<file path="config.mk">
export PLATFORM = sky130hd
export DESIGN_NAME = alu_seq_core
export DESIGN_NICKNAME = d
export VERILOG_FILES = /design/src/rtl/alu_seq_core.sv
export SDC_FILE = /design/constraint.sdc
export NUM_CORES = 1
export LEC_CHECK = 0
export CORE_AREA = 2 2 101 103
export CTS_BUF_LIST = sky130_fd_sc_hd__clkbuf_8
export DETAILED_ROUTE_END_ITERATION = 8
export DIE_AREA = 0 0 103 105
export GPL_ROUTABILITY_DRIVEN = 0
export GPL_TIMING_DRIVEN = 0
export PLACE_DENSITY = 0.87
export RECOVER_POWER = 100
export SKIP_CTS_REPAIR_TIMING = 1
export SLEW_MARGIN = 10
export SYNTH_ARGS = -nofsm -noshare
export SYNTH_HDL_FRONTEND = slang
export SYNTH_SLANG_ARGS = --single-unit
</file>
<file path="constraint.sdc">
create_clock -name clk -period 5.8 [get_ports clk]
set_input_delay 1.16 -clock clk [delete_from_list [all_inputs] [get_ports clk]]
set_output_delay 1.16 -clock clk [all_outputs]
set_load 0.005 [all_outputs]
</file>
<file path="src/rtl/alu_seq_core.sv">
// Sequential ALU: single-cycle logic/arith/shift ops, WIDTH-step shift-add multiply
// and restoring divide, with a one-cycle done pulse and registered result/flags.
module alu_seq_core #(
    parameter int WIDTH = 8
) (
    input  logic                 clk,
    input  logic                 rst,
    input  logic                 start,
    input  logic [3:0]           op,
    input  logic [WIDTH-1:0]     a,
    input  logic [WIDTH-1:0]     b,
    output logic                 busy,
    output logic                 done,
    output logic [2*WIDTH-1:0]   result,
    output logic [5:0]           flags
);
    localparam int SHAMT = $clog2(WIDTH);
    localparam int CNT_W = $clog2(WIDTH + 1);

    typedef enum logic [1:0] {IDLE, RUN, DONE} state_t;

    state_t             state;
    logic [CNT_W-1:0]   cnt;
    logic               is_div;
    logic [WIDTH-1:0]   opnd;
    logic [2*WIDTH-1:0] acc;

    logic [WIDTH:0]        sum, diff;
    logic [SHAMT-1:0]      shamt;
    logic [WIDTH:0]        shl_t, shr_t;
    logic signed [WIDTH:0] sar_t;
    logic [WIDTH-1:0]      lo;
    logic                  carry, ovf, sc_multi;
    logic [2*WIDTH-1:0]    sc_result;
    logic [5:0]            sc_flags;

    assign sum   = {1'b0, a} + {1'b0, b};
    assign diff  = {1'b0, a} - {1'b0, b};
    assign shamt = b[SHAMT-1:0];
    // One guard bit beside the operand catches the last bit shifted out.
    assign shl_t = {1'b0, a} << shamt;
    assign shr_t = {a, 1'b0} >> shamt;
    assign sar_t = $signed({a, 1'b0}) >>> shamt;

    always_comb begin
        lo        = '0;
        carry     = 1'b0;
        ovf       = 1'b0;
        sc_multi  = 1'b0;
        sc_result = '0;
        sc_flags  = '0;
        case (op)
            4'd0: begin
                lo    = sum[WIDTH-1:0];
                carry = sum[WIDTH];
                ovf   = (a[WIDTH-1] == b[WIDTH-1]) && (sum[WIDTH-1] != a[WIDTH-1]);
            end
            4'd1, 4'd10: begin
                lo    = diff[WIDTH-1:0];
                carry = diff[WIDTH];
                ovf   = (a[WIDTH-1] != b[WIDTH-1]) && (diff[WIDTH-1] != a[WIDTH-1]);
            end
            4'd2: lo = a & b;
            4'd3: lo = a | b;
            4'd4: lo = a ^ b;
            4'd5: begin
                lo    = shl_t[WIDTH-1:0];
                carry = shl_t[WIDTH];
            end
            4'd6: begin
                lo    = shr_t[WIDTH:1];
                carry = shr_t[0];
            end
            4'd7: begin
                lo    = sar_t[WIDTH:1];
                carry = sar_t[0];
            end
            4'd8: sc_multi = 1'b1;
            4'd9: sc_multi = (b != '0);
            default: ;
        endcase

        if (op == 4'd9 && b == '0) begin
            sc_result = {a, {WIDTH{1'b1}}};
            sc_flags  = 6'b011000;
        end else if (op > 4'd10) begin
            sc_result = '0;
            sc_flags  = 6'b100000;
        end else begin
            sc_result = (op == 4'd10) ? '0 : {{WIDTH{1'b0}}, lo};
            sc_flags  = {2'b00, lo[WIDTH-1], ovf, carry, (lo == '0)};
        end
    end

    // Iterative step: acc holds {partial product, multiplier} or {remainder, quotient}.
    logic [WIDTH:0]       mul_sum;
    logic [WIDTH:0]       rem_sh;
    logic                 rem_ge;
    logic [WIDTH-1:0]     rem_sub;
    logic [2*WIDTH-1:0]   step_next;
    logic [5:0]           fin_flags;

    assign mul_sum = {1'b0, acc[2*WIDTH-1:WIDTH]} + (acc[0] ? {1'b0, opnd} : '0);
    assign rem_sh  = acc[2*WIDTH-1:WIDTH-1];
    assign rem_ge  = (rem_sh >= {1'b0, opnd});
    assign rem_sub = rem_sh[WIDTH-1:0] - opnd;

    always_comb begin
        if (is_div)
            step_next = rem_ge ? {rem_sub, acc[WIDTH-2:0], 1'b1} : {acc[2*WIDTH-2:0], 1'b0};
        else
            step_next = {mul_sum, acc[WIDTH-1:1]};
        fin_flags = {2'b00, step_next[WIDTH-1],
                     (!is_div && (step_next[2*WIDTH-1:WIDTH] != '0)),
                     1'b0, (step_next[WIDTH-1:0] == '0)};
    end

    always_ff @(posedge clk or posedge rst) begin
        if (rst) begin
            state  <= IDLE;
            busy   <= 1'b0;
            done   <= 1'b0;
            result <= '0;
            flags  <= '0;
            cnt    <= '0;
            is_div <= 1'b0;
            opnd   <= '0;
            acc    <= '0;
        end else begin
            case (state)
                IDLE, DONE: begin
                    done  <= 1'b0;
                    state <= IDLE;
                    if (start) begin
                        if (sc_multi) begin
                            state  <= RUN;
                            busy   <= 1'b1;
                            cnt    <= CNT_W'(WIDTH);
                            is_div <= op[0];
                            opnd   <= b;
                            acc    <= {{WIDTH{1'b0}}, a};
                        end else begin
                            state  <= DONE;
                            done   <= 1'b1;
                            result <= sc_result;
                            flags  <= sc_flags;
                        end
                    end
                end
                RUN: begin
                    acc <= step_next;
                    cnt <= cnt - CNT_W'(1);
                    if (cnt == CNT_W'(1)) begin
                        state  <= DONE;
                        busy   <= 1'b0;
                        done   <= 1'b1;
                        result <= step_next;
                        flags  <= fin_flags;
                    end
                end
                default: state <= IDLE;
            endcase
        end
    end
endmodule

</file>
==> impl_results.md <==
* Final hold vios at 0
* VDD IR max at 0.0001563 V
* Final Max Slew Viols at 40
* P_sw at 938.7 uW
* Clk pwr share at 13.0%
* Required @ worst endpoint at 6.01 ns
* DR vias/cell at 6.747
* Wirelength per Cell at 20.00 um
* CP startpoint: b[2]
* Final setup vio count at 0
* Die ar. at 10820 um2
* TNS Setup at 0 ns
* Crit path to: flags[3]
* Via count at 5620
* Syn_area_per_cell at 8.145 um2
* Critical-path top delay cell: a2111oi_0
* Worst-path fanout max at 10
* Failing checks: capacitance limit, slew limit
* CTS Sinks at 55
* Area Growth Syn to Fin at 13.46%
* Vias in the first global route at 5431
* Synth cell types at 75
* Max_slew headroom at -39.38%
* Post-synth top cells: nand2_1, dfrtp_1, nor2_1
* Worst-path clk slew at 0.10 ns
* Longest Clk Path Bufs at 2
* #FFs+latches synth at 55
* Number of max-cap violations at 1
* Routed wire length at 16660 um
* Top-count cell post-synth: nand2_1
* Slew @ Worst Pin at 2.091 ns
* Mapped Cells at 647
* DR pass1 iterations at 7
* WS Path Type: in2reg
* Fin worst setup slack at 0.8770 ns
* Place WS at 1.122 ns
* Min-delay worst type: reg2reg
* P_leak at 2.715 nW
* Flop pwr share at 29.5%
* Initial antenna violation count at 0
* RSZ-0062 raised after global routing: no
* Mapped Area at 5270 um2
* CTS HTree Levels at 2
* Sum of buffers and inverters on the critical path at 4
* CP startpoint kind: primary input
* Sw Ratio at 45.24%
* Layout cells sized above 1 at 6.009%
* 1st-iter DRT viols at 657
* Initial Util at 54.67%
* Nets@finish at 769
* Overall Power at 2.075 mW
* R2R depth at 12
* CTS tree: built
* Root Buffer: clkbuf_8
* Share of flip-flops with an asynchronous set or reset at 100.0%
* Worst R2R Start: acc[0]
* Synthesized Nets at 718
* Clock insertion delay at the later pin of the skew report at 0.32 ns
* Number of port buffers at 43
* Top cell type by total area after synthesis: dfrtp_1
* Synth area leaders: dfrtp_1, ha_1, nand2_1, a21oi_1, nor2_1
* Largest net degree at the start of global routing at 40
* R2R Setup Slk at 2.50 ns
* Gr ovfl total at 0
* Power per cell area at 347.0 nW/um2
* Rows at 36
* Worst EP arrival at 5.14 ns
* Die Wd at 103 um
* Skew final at 0.01219 ns
* Final Cycle Share at 84.88%
* Yosys warns at 0
* Crit-path most repeated cell: clkbuf_1
* Combinational power share at 57.4%
* Post-synth top area share at 26.12%
* Total GRT Usage at 31.76%
* CP endpoint kind: register
* DRC errors left at 0
* Number of synthesized flops with an enable pin at 0
* CP max stage delay at 0.77 ns
* # IOs at 47
* CP cell instances: dlygate4sd3_1, clkbuf_1, inv_1, ha_1, clkbuf_1, or4_1, o21ai_1, o41ai_4, a2111oi_0, a21oi_1, mux2_2
* Top FF cell, synth: dfrtp_1
* Outcome: complete, but fails checks
* First-pass GRT wire length at 27320 um
* Fin util at 62.03%
* Peak Freq at 203.1 MHz
* Final min period at 4.923 ns
* Core Region at 9639 um2
* DP HPWL at 12870 um
* Power Internal at 1.136 mW
* CP delay by family, top: buffers and inverters
* Crit. path cell count at 11
* Total CTS buffers at 5
* Post-route ant nets at 0
* Seq/Total Area, Yosys at 26.12%
* R2r endpoint: flags[2]
* Die height at 105 um
-- final cells by class --
cell class / instances / area (um2)
Fill cell: 854 / 3660
Multi-Input combinational cell: 514 / 3567
Sequential cell: 55 / 1376
Timing Repair Buffer: 44 / 434.2
Buffer: 39 / 168.9
Tap cell: 133 / 166.4
Inverter: 39 / 146.4
Clock buffer: 6 / 82.58
Clock inverter: 2 / 35.03
Antenna cell: 1 / 2.502
-- worst register-to-register path: stages, from the launching register on --
cell and delay, ns:
dfrtp_1 0.40, clkbuf_1 0.24, and2_1 0.21, ha_1 0.21, fa_1 0.40, a21o_1 0.19, a221o_1 0.33, o21ai_1 0.13
nand2b_1 0.07, a21o_1 0.19, a2111oi_0 0.39, a311o_1 0.30, a31oi_1 0.10
-- flip-flops by register name, summed over array words and instances (netlist names) --
name and count:
flags 6, busy 1, state 2, acc 16, is_div 1, opnd 8
done 1, cnt 4, result 16
-- per-stage QoR --
stage | cell area, um2 | cells | hold WS (ns)
floorplan | 5270 | 647 | 0.4457
detailed placement | 5887 | 824 | 0.4556
global placement | 5867 | 823 | 0.4539
finish | 5979 | 833 | 0.4669
global route | 5977 | 832 | 0.5197
CTS | 6005 | 832 | 0.4779
-- worst min-delay path by stage --
stage,startpoint,endpoint,depth (start not counted)
2_1_floorplan,cnt[3],cnt[3],1
3_3_place_gp,flags[5],flags[5],2
3_5_place_dp,flags[5],flags[5],2
4_1_cts,flags[5],flags[5],2
5_1_grt,flags[5],flags[5],2
6_report,flags[5],flags[5],2
-- per-layer routing --
metal | global-route usage (%) | share of wire, % | vias up
li1 | - | - | 2471
met1 | 41.73 | 39 | 2607
met5 | 0 | 0 | -
met2 | 49.30 | 46 | 445
met4 | 15.51 | 5.2 | 0
met3 | 6.355 | 11 | 97
-- cell usage in the layout (no fill, tap or decap), types with 17 or more instances in the layout --
master           Yosys  final
a21oi_1             40     40
clkbuf_1            25     27
clkdlybuf4s50_1      0     17
dfrtp_1             55     55
dlygate4sd3_1        0     26
ha_1                44     44
inv_1               36     36
nand2_1             67     67
nor2_1              52     52
nor3_1              25     25
o21ai_0             32     37
-- cells by family (layout without fill, tap and decap cells) --
family / after synthesis / after routing / synth area share, %
fa+ha+maj: 48 / 48 / 11.97
xor+xnor: 15 / 15 / 2.493
other cells: 0 / 1 / 0
buf+inv: 78 / 130 / 6.007
simple gates: 227 / 227 / 20.82
mux: 16 / 16 / 4.131
flops: 55 / 55 / 26.12
compound gates: 208 / 208 / 28.47
-- power by group through the flow --
| stage | sequential [mW] | combinational, mW | clock (mW) |
|---|---|---|---|
| finish | 0.613 | 1.19 | 0.270 |
| CTS | 0.609 | 1.17 | 0.266 |
| global route | 0.627 | 1.30 | 0.282 |
| global placement | 0.608 | 1.10 | 0 |
| detailed placement | 0.617 | 1.16 | 0 |
| floorplan | 0.582 | 0.841 | 0 |
Note: power is estimated with default switching activity, not from simulation.
